===== config.mk =====
export PLATFORM = sky130hd
export DESIGN_NAME = mole_spawner
export DESIGN_NICKNAME = d
export VERILOG_FILES = /design/src/rtl/mole_spawner_pkg.sv /design/src/rtl/mole_spawner_lfsr16.sv /design/src/rtl/mole_spawner.sv
export SDC_FILE = /design/constraint.sdc
export NUM_CORES = 1
export LEC_CHECK = 0
export ABC_CLOCK_PERIOD_IN_PS = 6800
export BUFFER_PORTS_ARGS = -buffer_cell sky130_fd_sc_hd__buf_2
export CAP_MARGIN = 40
export CELL_PAD_IN_SITES_DETAIL_PLACEMENT = 0
export CELL_PAD_IN_SITES_GLOBAL_PLACEMENT = 1
export CORE_ASPECT_RATIO = 0.9
export CORE_MARGIN = 5
export CORE_UTILIZATION = 47
export DETAILED_ROUTE_END_ITERATION = 10
export PLACE_DENSITY_LB_ADDON = 0.1
export SLEW_MARGIN = 20
export SYNTH_ARGS = -nofsm -noshare
export SYNTH_HDL_FRONTEND = slang
export SYNTH_HIERARCHICAL = 1
export SYNTH_SLANG_ARGS = --single-unit
export TNS_END_PERCENT = 20

===== constraint.sdc =====
create_clock -name clk -period 6.8 [get_ports clk]
set_clock_uncertainty 0.15 [all_clocks]
set_input_delay 0.34 -clock clk [delete_from_list [all_inputs] [get_ports clk]]
set_output_delay 0.34 -clock clk [all_outputs]
set_load 0.005 [all_outputs]

===== src/rtl/mole_spawner_pkg.sv =====
`default_nettype none
// +----------------------------------------------------------------------------+
// | Module      : mole_spawner_pkg                                             |
// | Description : Shared definitions for the mole spawner. Holds the sequencer |
// |               state encoding, board geometry, the LFSR feedback mask and   |
// |               a popcount helper used for miss accounting.                  |
// | Revision    : 1.0 - initial release                                        |
// +----------------------------------------------------------------------------+
package mole_spawner_pkg;

  localparam int          NUM_HOLES = 5;
  localparam logic [15:0] LFSR_MASK = 16'hB400;

  typedef enum logic [2:0] {
    S_IDLE  = 3'd0,
    S_SPAWN = 3'd1,
    S_HOLD  = 3'd2,
    S_CLEAR = 3'd3,
    S_DONE  = 3'd4
  } state_t;

  // Number of set bits in a board pattern (0..NUM_HOLES).
  function automatic logic [3:0] popcount(input logic [NUM_HOLES-1:0] v);
    logic [3:0] c;
    c = 4'd0;
    for (int i = 0; i < NUM_HOLES; i++) begin
      c = c + {3'b000, v[i]};
    end
    return c;
  endfunction

endpackage
`default_nettype wire


===== src/rtl/mole_spawner_lfsr16.sv =====
`default_nettype none
// +----------------------------------------------------------------------------+
// | Module      : lfsr16                                                       |
// | Description : Free-running 16-bit Galois LFSR, right-shifting, feedback    |
// |               mask LFSR_MASK. Advances every clock outside reset.          |
// | Ports       : clk   - system clock                                         |
// |               rst_n - synchronous active-low reset (loads seed)            |
// |               seed  - reset value; an all-zero seed is replaced by 1       |
// |               q     - current LFSR state                                   |
// | Revision    : 1.0 - initial release                                        |
// +----------------------------------------------------------------------------+
module lfsr16
  import mole_spawner_pkg::*;
(
  input  logic        clk,
  input  logic        rst_n,
  input  logic [15:0] seed,
  output logic [15:0] q
);

  logic [15:0] r_q;
  logic [15:0] w_seed;

  // An all-zero state would lock the LFSR up forever.
  assign w_seed = (seed == 16'h0000) ? 16'h0001 : seed;

  always_ff @(posedge clk) begin
    if (!rst_n) begin
      r_q <= w_seed;
    end else begin
      r_q <= {1'b0, r_q[15:1]} ^ (r_q[0] ? LFSR_MASK : 16'h0000);
    end
  end

  assign q = r_q;

endmodule
`default_nettype wire


===== src/rtl/mole_spawner.sv =====
`default_nettype none
// +----------------------------------------------------------------------------+
// | Module      : mole_spawner                                                 |
// | Description : Whack-a-mole game sequencer. Drives the load/loadval side of |
// |               the board register with one pseudo-random pattern per round, |
// |               times each round (ending early when the board is cleared),   |
// |               shortens the round interval down to a floor, counts missed   |
// |               moles and clears the board at game end.                      |
// | Ports       : clk         - system clock                                   |
// |               rst_n       - synchronous active-low reset                   |
// |               start       - pulse; starts a game from IDLE or DONE         |
// |               board_state - live moles from the board register             |
// |               load        - one-cycle pulse to the board register          |
// |               loadval     - pattern to load, valid with load               |
// |               round       - current round index, 0-based                   |
// |               misses      - expired unhit moles, saturating at 255         |
// |               active      - high while spawning/holding                    |
// |               game_over   - high once the game has finished                |
// | Revision    : 1.0 - initial release                                        |
// +----------------------------------------------------------------------------+
module mole_spawner
  import mole_spawner_pkg::*;
#(
  parameter logic [31:0] TICKS_INIT = 32'd50_000_000,
  parameter logic [31:0] TICKS_STEP = 32'd2_000_000,
  parameter logic [31:0] TICKS_MIN  = 32'd10_000_000,
  parameter logic [7:0]  ROUNDS     = 8'd30,
  parameter logic [15:0] LFSR_SEED  = 16'hACE1
) (
  input  logic       clk,
  input  logic       rst_n,
  input  logic       start,
  input  logic [4:0] board_state,
  output logic       load,
  output logic [4:0] loadval,
  output logic [7:0] round,
  output logic [7:0] misses,
  output logic       active,
  output logic       game_over
);

  // Widened so the underflow guard cannot itself overflow.
  localparam logic [32:0] c_step_plus_min = {1'b0, TICKS_STEP} + {1'b0, TICKS_MIN};

  state_t      r_state;
  state_t      w_state_nxt;
  logic [31:0] r_cnt;
  logic [31:0] w_cnt_nxt;
  logic [31:0] r_interval;
  logic [31:0] w_interval_nxt;
  logic [7:0]  r_round;
  logic [7:0]  w_round_nxt;
  logic [7:0]  r_misses;
  logic [7:0]  w_misses_nxt;
  logic        r_load;
  logic        w_load_nxt;
  logic [4:0]  r_loadval;
  logic [4:0]  w_loadval_nxt;
  logic        r_active;
  logic        w_active_nxt;
  logic        r_game_over;
  logic        w_game_over_nxt;

  logic [15:0] w_lfsr;
  logic        w_lfsr_unused;
  logic        w_all_hit;
  logic        w_cnt_zero;
  logic        w_round_end;
  logic        w_last_round;
  logic        w_start_game;
  logic [4:0]  w_pattern;
  logic [8:0]  w_miss_sum;
  logic [31:0] w_interval_dec;

  lfsr16 u_lfsr (
    .clk   (clk),
    .rst_n (rst_n),
    .seed  (LFSR_SEED),
    .q     (w_lfsr)
  );

  // Only the low bits pick the pattern; the rest just keep the sequence long.
  assign w_lfsr_unused  = ^w_lfsr[15:5];

  assign w_all_hit      = (board_state == 5'b00000);
  assign w_cnt_zero     = (r_cnt == 32'd0);
  assign w_round_end    = (r_state == S_HOLD) && (w_all_hit || w_cnt_zero);
  assign w_last_round   = (r_round == (ROUNDS - 8'd1));
  assign w_start_game   = start && ((r_state == S_IDLE) || (r_state == S_DONE));
  // Every round shows at least one mole.
  assign w_pattern      = (w_lfsr[4:0] == 5'b00000) ? 5'b00001 : w_lfsr[4:0];
  assign w_miss_sum     = {1'b0, r_misses} + {5'b00000, popcount(board_state)};
  assign w_interval_dec = ({1'b0, r_interval} < c_step_plus_min) ? TICKS_MIN
                                                                  : (r_interval - TICKS_STEP);

  // State register
  always_ff @(posedge clk) begin
    if (!rst_n) begin
      r_state <= S_IDLE;
    end else begin
      r_state <= w_state_nxt;
    end
  end

  // Next-state logic
  always_comb begin
    w_state_nxt = r_state;
    case (r_state)
      S_IDLE,
      S_DONE:  if (w_start_game) w_state_nxt = S_SPAWN;
      S_SPAWN: w_state_nxt = S_HOLD;
      S_HOLD:  if (w_round_end) w_state_nxt = w_last_round ? S_CLEAR : S_SPAWN;
      S_CLEAR: w_state_nxt = S_DONE;
      default: w_state_nxt = S_IDLE;
    endcase
  end

  // Output / datapath next values. Outputs are registered, so they are
  // decoded from the state being entered rather than the current one.
  always_comb begin
    w_cnt_nxt      = r_cnt;
    w_interval_nxt = r_interval;
    w_round_nxt    = r_round;
    w_misses_nxt   = r_misses;

    case (r_state)
      S_IDLE,
      S_DONE: begin
        if (w_start_game) begin
          w_round_nxt    = 8'd0;
          w_misses_nxt   = 8'd0;
          w_interval_nxt = TICKS_INIT;
        end
      end
      S_SPAWN: w_cnt_nxt = r_interval - 32'd1;
      S_HOLD: begin
        // A cleared board wins over a same-cycle timeout: no misses then.
        if (!w_all_hit) begin
          if (w_cnt_zero) begin
            w_misses_nxt = w_miss_sum[8] ? 8'hFF : w_miss_sum[7:0];
          end else begin
            w_cnt_nxt = r_cnt - 32'd1;
          end
        end
        if (w_round_end && !w_last_round) begin
          w_round_nxt    = r_round + 8'd1;
          w_interval_nxt = w_interval_dec;
        end
      end
      default: ;
    endcase

    w_load_nxt      = (w_state_nxt == S_SPAWN) || (w_state_nxt == S_CLEAR);
    w_loadval_nxt   = (w_state_nxt == S_SPAWN) ? w_pattern : 5'b00000;
    w_active_nxt    = (w_state_nxt == S_SPAWN) || (w_state_nxt == S_HOLD);
    w_game_over_nxt = (w_state_nxt == S_DONE);
  end

  // Output and datapath registers
  always_ff @(posedge clk) begin
    if (!rst_n) begin
      r_cnt       <= 32'd0;
      r_interval  <= TICKS_INIT;
      r_round     <= 8'd0;
      r_misses    <= 8'd0;
      r_load      <= 1'b0;
      r_loadval   <= 5'b00000;
      r_active    <= 1'b0;
      r_game_over <= 1'b0;
    end else begin
      r_cnt       <= w_cnt_nxt;
      r_interval  <= w_interval_nxt;
      r_round     <= w_round_nxt;
      r_misses    <= w_misses_nxt;
      r_load      <= w_load_nxt;
      r_loadval   <= w_loadval_nxt;
      r_active    <= w_active_nxt;
      r_game_over <= w_game_over_nxt;
    end
  end

  assign load      = r_load;
  assign loadval   = r_loadval;
  assign round     = r_round;
  assign misses    = r_misses;
  assign active    = r_active;
  assign game_over = r_game_over;

endmodule
`default_nettype wire


==> reports/summary.txt, run 1 <==
Status -> completed
Slew Viols, Final -> 0
Slowest stage delay, CP -> 620 ps
YS warnings -> 6
Post-Synth Adder-Cell Area -> 2.74%
Hold path startpoint -> start
Initial Util -> 47.5%
Critical path fanouts, max -> 54
CTS tree -> yes
R2R Path Start -> r_state[1]
Clock Path Buffers -> 2
Worst skew pair latency -> 360 ps
Power share of the clock group -> 35.4%
Input/output buffers -> 31
Max cap viols -> 0
FILL cells -> 1268
Die Ht -> 120 microns
CP Launch Type -> flip-flop
Ports -> 32
Largest family of logic cells by synthesized area -> compound AO/OA/AOI/OAI gates
First-pass GRT wire length -> 29900 microns
CTS Buf Count -> 9
Comb pwr share -> 20.7%
DRC violations left -> 0
Die W -> 132 microns
Core Region -> 0.0133 sq mm
Fraction of synthesized area in multiplexers -> 3.77%
Peak supply drop -> 0.145 mV
Clk sinks -> 100
Post-synthesis sequential area ratio -> 31.8%
Synthesized area -> 0.00630 sq mm
Hold EP -> r_state[2]
CTS resizes -> 0
Simple-Gate Fraction of Synth Area -> 27.3%
Reg clk slew, reported paths -> 80 ps
Sequential power share -> 43.9%
Mean area per synthesized cell -> 8.06 sq um
R2R depth -> 7
Grt ovf -> 0
Synth-to-Final Area Change -> 9.69%
ANT nets after route -> 0
Postcts setup bufs -> 0
Endpoint class of the critical path -> flip-flop
Number of synthesized flops with an enable pin -> 0
Xor/xnor cell area share of the yosys netlist -> 1.53%
Synth Register Bits -> 100
Most frequent CP cell -> buf_4
Power Internal -> 0.00103 W
Slowest-stage cell, CP -> buf_4
CTS Hold Bufs -> 0
RSZ-0062 raised after global routing -> no
Sw power -> 0.000496 W
Die area -> 0.0158 sq mm
Nets@finish -> 826
Overall via count from detail_route -> 6050
Hold Fails Final Rpt -> 0
Pwr dens -> 221 mW/mm^2
Initial drt markers -> 547
Compound-Gate Fraction of Synth Area -> 27.6%
Rows -> 40
Relative slew margins -> 54.5%
Slew @ Worst Pin -> 683 ps
Cell area after layout -> 0.00691 sq mm
Total Power -> 0.00153 W
Via-per-instance ratio -> 6.18
Ant. Diodes -> 0
Antenna violations before repair -> 0
All-Layer GR Usage -> 22.8%
Main flop type after synthesis -> dfxtp_1
Largest net degree at the start of global routing -> 58
Mapped Cells -> 782
Leak -> 2.58 nW
Arrival @ worst endpoint -> 3600 ps
Routed len/inst -> 18.3 microns
GP Congestion -> 0.895
Setup TNS -> 0 ps
Post-DP HPWL -> 12300 microns
Required @ worst endpoint -> 6920 ps
Hold path cells -> 3
Post-route minimum period -> 3480 ps
Number of global-route vias before repair -> 5744
H-tree levels -> 3
Post-synth cell types -> 93
Root Driver -> clkbuf_16
Crit Path Class -> reg -> reg
Fmax -> 288 MHz
Synth async-reset ratio -> 0%
Total wire length -> 18000 microns
Crit-path cells -> nor3b_4, buf_4, nand4_2, a21oi_1, buf_4, nand2_1, o32ai_1
Layout cell share with drive strength beyond 1 -> 13.7%
Worst hold path type -> in -> reg
Sw Ratio -> 32.4%
DRT Pass-1 Iters -> 7
Final Cycle Share -> 51.1%
Reg2reg end -> r_interval[16]
Final setup fails -> 0
R2R Setup Slk -> 3320 ps
Area of placed instances -> 0.00660 sq mm
==> routing by layer <==
| layer | up-vias | track usage, % | part of all wire [%] |
|---|---|---|---|
| met5 | - | 0 | 0 |
| met4 | 0 | 6.75 | 1.8 |
| met3 | 27 | 4.90 | 6.4 |
| met2 | 186 | 36.2 | 46 |
| met1 | 2887 | 31.1 | 46 |
| li1 | 2950 | - | - |
==> power groups by stage <==
stage	registers [W]	clock network, W	logic [W]
global placement	0.000683	0	0.000303
detailed placement	0.000684	0	0.000313
global route	0.000678	0.000577	0.000351
floorplan	0.000666	0	0.000249
finish	0.000672	0.000542	0.000317
CTS	0.000671	0.000554	0.000315
==> area by class of cell <==
type                            instances  area (sq um)  share of cell area (%)
Clock buffer                            9           225                    3.26
Timing Repair Buffer                   40           230                    3.33
Sequential cell                       100          2000                    29.0
Tap cell                              168           210                    3.04
Multi-Input combinational cell        636          4090                    59.1
Inverter                               19          71.3                    1.03
Clock inverter                          7          86.3                    1.25
==> state kept, by name, summed over array words and instances, names as in the netlist <==
register and cells:
load 1, loadval 5, game_over 1, active 1
round 8, r_cnt 32, r_interval 25, u_lfsr/q 16
misses 8, r_state 3
==> metrics by stage <==
stage	cells	hold WS [ps]	setup slack, ps	util (%)
floorplan	812	283	3530	-
global placement	961	288	3260	49.6
detailed placement	963	293	3220	49.8
CTS	979	127	3360	52.1
global route	979	141	3010	52.1
finish	979	137	3320	52.1
==> cell usage after synthesis, types with 4 or more instances <==
library cell | number | area [sq um]
o31ai_1 | 11 | 82.6
or2_2 | 6 | 37.5
o221a_2 | 6 | 67.6
nor3_1 | 24 | 120
a211o_1 | 4 | 35.0
o31a_1 | 6 | 52.6
nand4_1 | 6 | 37.5
nor4_1 | 12 | 75.1
and2_1 | 16 | 100
o211ai_1 | 16 | 120
a21oi_1 | 62 | 310
nand2b_1 | 9 | 56.3
buf_2 | 14 | 70.1
nor2_1 | 63 | 236
o2111ai_1 | 9 | 78.8
inv_1 | 18 | 67.6
o21a_1 | 7 | 52.6
clkbuf_1 | 32 | 120
mux2_2 | 13 | 146
a21o_1 | 9 | 67.6
or4_1 | 16 | 120
or3_1 | 10 | 62.6
o21ai_0 | 38 | 190
nor4_2 | 4 | 50.1
nand3_1 | 13 | 65.1
ha_1 | 9 | 113
nor4b_1 | 5 | 43.8
xnor2_1 | 10 | 87.6
mux2i_1 | 8 | 80.1
a211oi_1 | 14 | 105
dfxtp_1 | 100 | 2000
buf_1 | 7 | 26.3
nand3b_1 | 7 | 52.6
and3_1 | 7 | 43.8
nand2_1 | 84 | 315
a31oi_1 | 22 | 138
==> cells by family (layout without fill, tap and decap cells) <==
family,after synthesis,in the layout
AND/OR/NAND/NOR,309,309
flip-flops,100,100
buffers and inverters,76,75
other,2,32
multiplexers,22,22
adder cells (fa/ha/maj),12,12
XOR/XNOR,11,11
AO/OA/AOI/OAI,250,250
==> cells in the final DEF, fill, tap and decap left out, types with 5 or more instances in the layout <==
cell type  instances
a21oi_1           62
buf_2             31
nor2_1            63
o211ai_1          16
o31a_1             6
xnor2_1           10
or2_2              6
o21a_1             7
buf_4              8
o31ai_1           11
nand2b_1           9
or4_1             16
conb_1            32
and2_1            16
a31oi_1           22
and3_1             7
o2111ai_1          9
nand4_1            6
nor3_1            24
mux2_2            13
nand2_1           84
nor4b_1            5
a21o_1             9
dfxtp_1          100
o21ai_0           38
nand3b_1           7
ha_1               9
a211oi_1          14
o221a_2            6
nor4_1            12
inv_1             18
or3_1             10
clkbuf_16          9
nand3_1           13
mux2i_1            8
==> critical path: cells and delay by family, from the launching register on <==
kind	cells	cell delay, ps
flip-flops	1	440
AND/OR/NAND/NOR	3	1130
buffers and inverters	2	860
AO/OA/AOI/OAI	2	780
==> how the worst max path moves through the flow <==
stage / startpoint / to / cells past startpoint
global route: r_state[1] / r_interval[16] / 7
detailed placement: board_state[0] / misses[7] / 12
CTS: r_state[1] / r_interval[16] / 7
global placement: r_state[1] / r_interval[22] / 6
finish: r_state[1] / r_interval[16] / 7
floorplan: board_state[0] / misses[7] / 11
(Power assumes the default switching activity.)
==> run 2, diff against run 1 <==
--- a/config.mk
+++ b/config.mk
@@ -5,14 +5,15 @@
 export SDC_FILE = /design/constraint.sdc
 export NUM_CORES = 1
 export LEC_CHECK = 0
-export ABC_CLOCK_PERIOD_IN_PS = 6800
+export ABC_AREA = 1
+export ABC_CLOCK_PERIOD_IN_PS = 3300
 export BUFFER_PORTS_ARGS = -buffer_cell sky130_fd_sc_hd__buf_2
 export CAP_MARGIN = 40
 export CELL_PAD_IN_SITES_DETAIL_PLACEMENT = 0
 export CELL_PAD_IN_SITES_GLOBAL_PLACEMENT = 1
 export CORE_ASPECT_RATIO = 0.9
 export CORE_MARGIN = 5
-export CORE_UTILIZATION = 47
+export CORE_UTILIZATION = 44
 export DETAILED_ROUTE_END_ITERATION = 10
 export PLACE_DENSITY_LB_ADDON = 0.1
 export SLEW_MARGIN = 20
==> constraint.sdc (replaced) <==
create_clock -name clk -period 3.3 [get_ports clk]
set_clock_uncertainty 0.15 [all_clocks]
set_input_delay 0.165 -clock clk [delete_from_list [all_inputs] [get_ports clk]]
set_output_delay 0.165 -clock clk [all_outputs]
set_load 0.005 [all_outputs]
==> run 2 against run 1 <==
  * First-iteration DRC count is 11% lower
  * Sequential share of layout area is 1.1 points lower
  * Synthesized cell count is 35% higher
  * Synthesized area is 1.8% higher
  * Die area is 8.0% higher
  * Largest cell class unchanged
  * Highest routed layer unchanged
==> reports/summary.txt, run 2 <==
Slew Viols, Final -> 0 (unchanged)
CP top delay family -> adder cells
ANT nets after route -> 0 (unchanged)
Setup TNS -> 0 ps (unchanged)
Slowest stage delay, CP -> 530 ps (-90 ps)
Number of global-route vias before repair -> 5654 (-1.6%)
Mapped Cells -> 1059 (+35%)
Max cap viols -> 0 (unchanged)
Flip-flop count of the largest register after layout -> 32 (unchanged)
Final setup fails -> 0 (unchanged)
FILL cells -> 1558 (+23%)
CTS Buf Count -> 9 (unchanged)
Final Cycle Share -> 84.5%
Overall via count from detail_route -> 6320 (+4.5%)
RSZ-0062 raised after global routing -> no
Antenna violations before repair -> 0 (unchanged)
Post-synthesis sequential area ratio -> 31.2% (-0.56 points)
Post-DP HPWL -> 12600 microns (+2.1%)
Most common cell after layout, fill and taps aside -> nand2_1
Crit-path cells -> buf_2, fa_1, inv_1, fa_1, inv_1, ha_1, fa_1, nand2_1, inv_1, nor2_1, nor2_1, nand3_1, nor2_1, nand2_1, o21ai_0, nand2_1, a21oi_1
R2R Setup Slk -> 560 ps (-2760 ps)
Routed len/inst -> 13.1 microns (-29%)
Slowest-stage cell, CP -> fa_1
Worst skew pair latency -> 360 ps (about the same)
R2R depth -> 15 (+8)
Peak supply drop -> 0.306 mV (+110%)
Crit Path Class -> in -> reg
Synth async-reset ratio -> 0% (unchanged)
H-tree levels -> 3 (unchanged)
Initial drt markers -> 487 (-11%)
R2R Path Start -> misses[0]
Slew @ Worst Pin -> 711 ps (+28.3 ps)
Number of synthesized flops with an enable pin -> 0 (unchanged)
Input/output buffers -> 31 (unchanged)
Ports -> 32 (unchanged)
Die Ht -> 125 microns (+3.9%)
Worst hold path type -> in -> reg
Critical path fanouts, max -> 7 (-87%)
Grt ovf -> 0 (unchanged)
Synthesized area -> 0.00642 sq mm (+1.8%)
DRC violations left -> 0 (unchanged)
Synth-to-Final Area Change -> 11.9%
Layout cell share with drive strength beyond 1 -> 9.78% (-3.9 points)
Hold EP -> round[6]
Reg clk slew, reported paths -> 80 ps (about the same)
Die area -> 0.0171 sq mm (+8.0%)
Nets@finish -> 1130 (+37%)
GP Congestion -> 0.891 (-0.35%)
Buf/Inv on CP -> 4 (+2)
Clk sinks -> 100 (unchanged)
Relative slew margins -> 52.5% (-1.9 points)
Commonest cells after routing, fill and taps aside -> 310 x nand2_1, 148 x nor2_1, 127 x inv_1, 113 x nand3_1, 100 x dfxtp_1
CP Launch Type -> input port
Post-route minimum period -> 2790 ps
Reg2reg end -> misses[2]
Reg with most FFs -> r_cnt
Most frequent cell after synthesis -> nand2_1
Total Power -> 0.00326 W (+110%)
Rows -> 41 (+2.5%)
Postcts setup bufs -> 0 (unchanged)
Post-synth cell types -> 36 (-61%)
Hold path cells -> 4 (+1)
Clock Path Buffers -> 2 (unchanged)
Synth cell count leaders -> 310 x nand2_1, 148 x nor2_1, 127 x inv_1
Endpoint class of the critical path -> flip-flop
Cell taking the most area after synthesis -> dfxtp_1
Mean area per synthesized cell -> 6.06 sq um (-25%)
Yosys top cell area share -> 31.2% (-0.56 points)
Leak -> 3.45 nW (+34%)
Fmax -> 359 MHz
YS warnings -> 6 (unchanged)
CTS tree -> yes
Die W -> 137 microns (+4.0%)
Status -> completed
DRT Pass-1 Iters -> 5 (-2)
Initial Util -> 45.3% (-2.2 points)
Synth top area cells -> dfxtp_1 31%, nand2_1 18%, nand3_1 8.8%
Hold path startpoint -> start
All-Layer GR Usage -> 20.7% (-2.1 points)
Hold Fails Final Rpt -> 0 (unchanged)
CTS resizes -> 0 (unchanged)
CTS Hold Bufs -> 0 (unchanged)
Root Driver -> clkbuf_16
Ant. Diodes -> 0 (unchanged)
Arrival @ worst endpoint -> 2860 ps (-740 ps)
Total wire length -> 17100 microns (-4.9%)
Largest net degree at the start of global routing -> 48 (-17%)
Pwr dens -> 454 mW/mm^2 (+100%)
Core Region -> 0.0142 sq mm (+6.8%)
Via-per-instance ratio -> 4.83 (-22%)
Required @ worst endpoint -> 3380 ps (-3540 ps)
Main flop type after synthesis -> dfxtp_1
First-pass GRT wire length -> 28700 microns (-4.0%)
Synth Register Bits -> 100 (unchanged)
## run 2: how the worst max path moves through the flow
stage                   startpoint        end  slack [ps]  depth (start not counted)
floorplan           board_state[0]  misses[2]         520                         16
global placement    board_state[0]  misses[2]         160                         17
detailed placement  board_state[0]  misses[2]         140                         17
CTS                 board_state[0]  misses[2]         540                         17
global route        board_state[0]  misses[2]         360                         17
finish              board_state[0]  misses[2]         510                         17
## run 2: per-stage QoR
step	hold WS [ps]	instances	util, %	area (sq um)	worst slack, ps
finish	48.3	1308	50.7	7180	512
floorplan	121	1089	-	6530	523
detailed placement	266	1292	48.3	6840	141
global route	74.3	1308	50.7	7180	362
global placement	256	1292	48.3	6840	165
CTS	43.3	1308	50.7	7180	539
## run 2: final cells by class
cell class,instances,area (sq um),share of cell area (%)
clock inverters,7,114,1.59
clock buffers,9,225,3.14
multi-input cells,822,3830,53.4
repair buffers,44,265,3.69
well taps,193,241,3.36
inverters,133,499,6.95
flip-flops and latches,100,2000,27.9
## run 2: worst min-delay path, stage by stage
cell and delay, ps:
buf_2 80, a21oi_1 140, nand2_1 100, nor2_1 30
## run 2: power by group
group          internal [W]  switching [W]  total, W  leakage, nW
logic              0.000219       0.000472  0.000691         2.46
clock network      0.000685       0.000523   0.00121        0.166
registers           0.00130      0.0000620   0.00136        0.822
total               0.00220        0.00106   0.00326         3.45
## run 2: per-layer routing
layer,GRT usage [%],up-vias,part of all wire (%)
met1,31.6,2804,53
met5,0,-,0
met3,3.55,13,4.2
met4,5.05,0,1.2
li1,-,3388,-
met2,29.9,115,42
## run 2: kinds of logic after synthesis
kind of cell    share of synthesized area (%)
xor+xnor                                 2.46
buf+inv                                  10.8
fa+ha+maj                                2.69
compound gates                           9.79
simple gates                             42.9
other cells                             0.117
flops                                    31.2
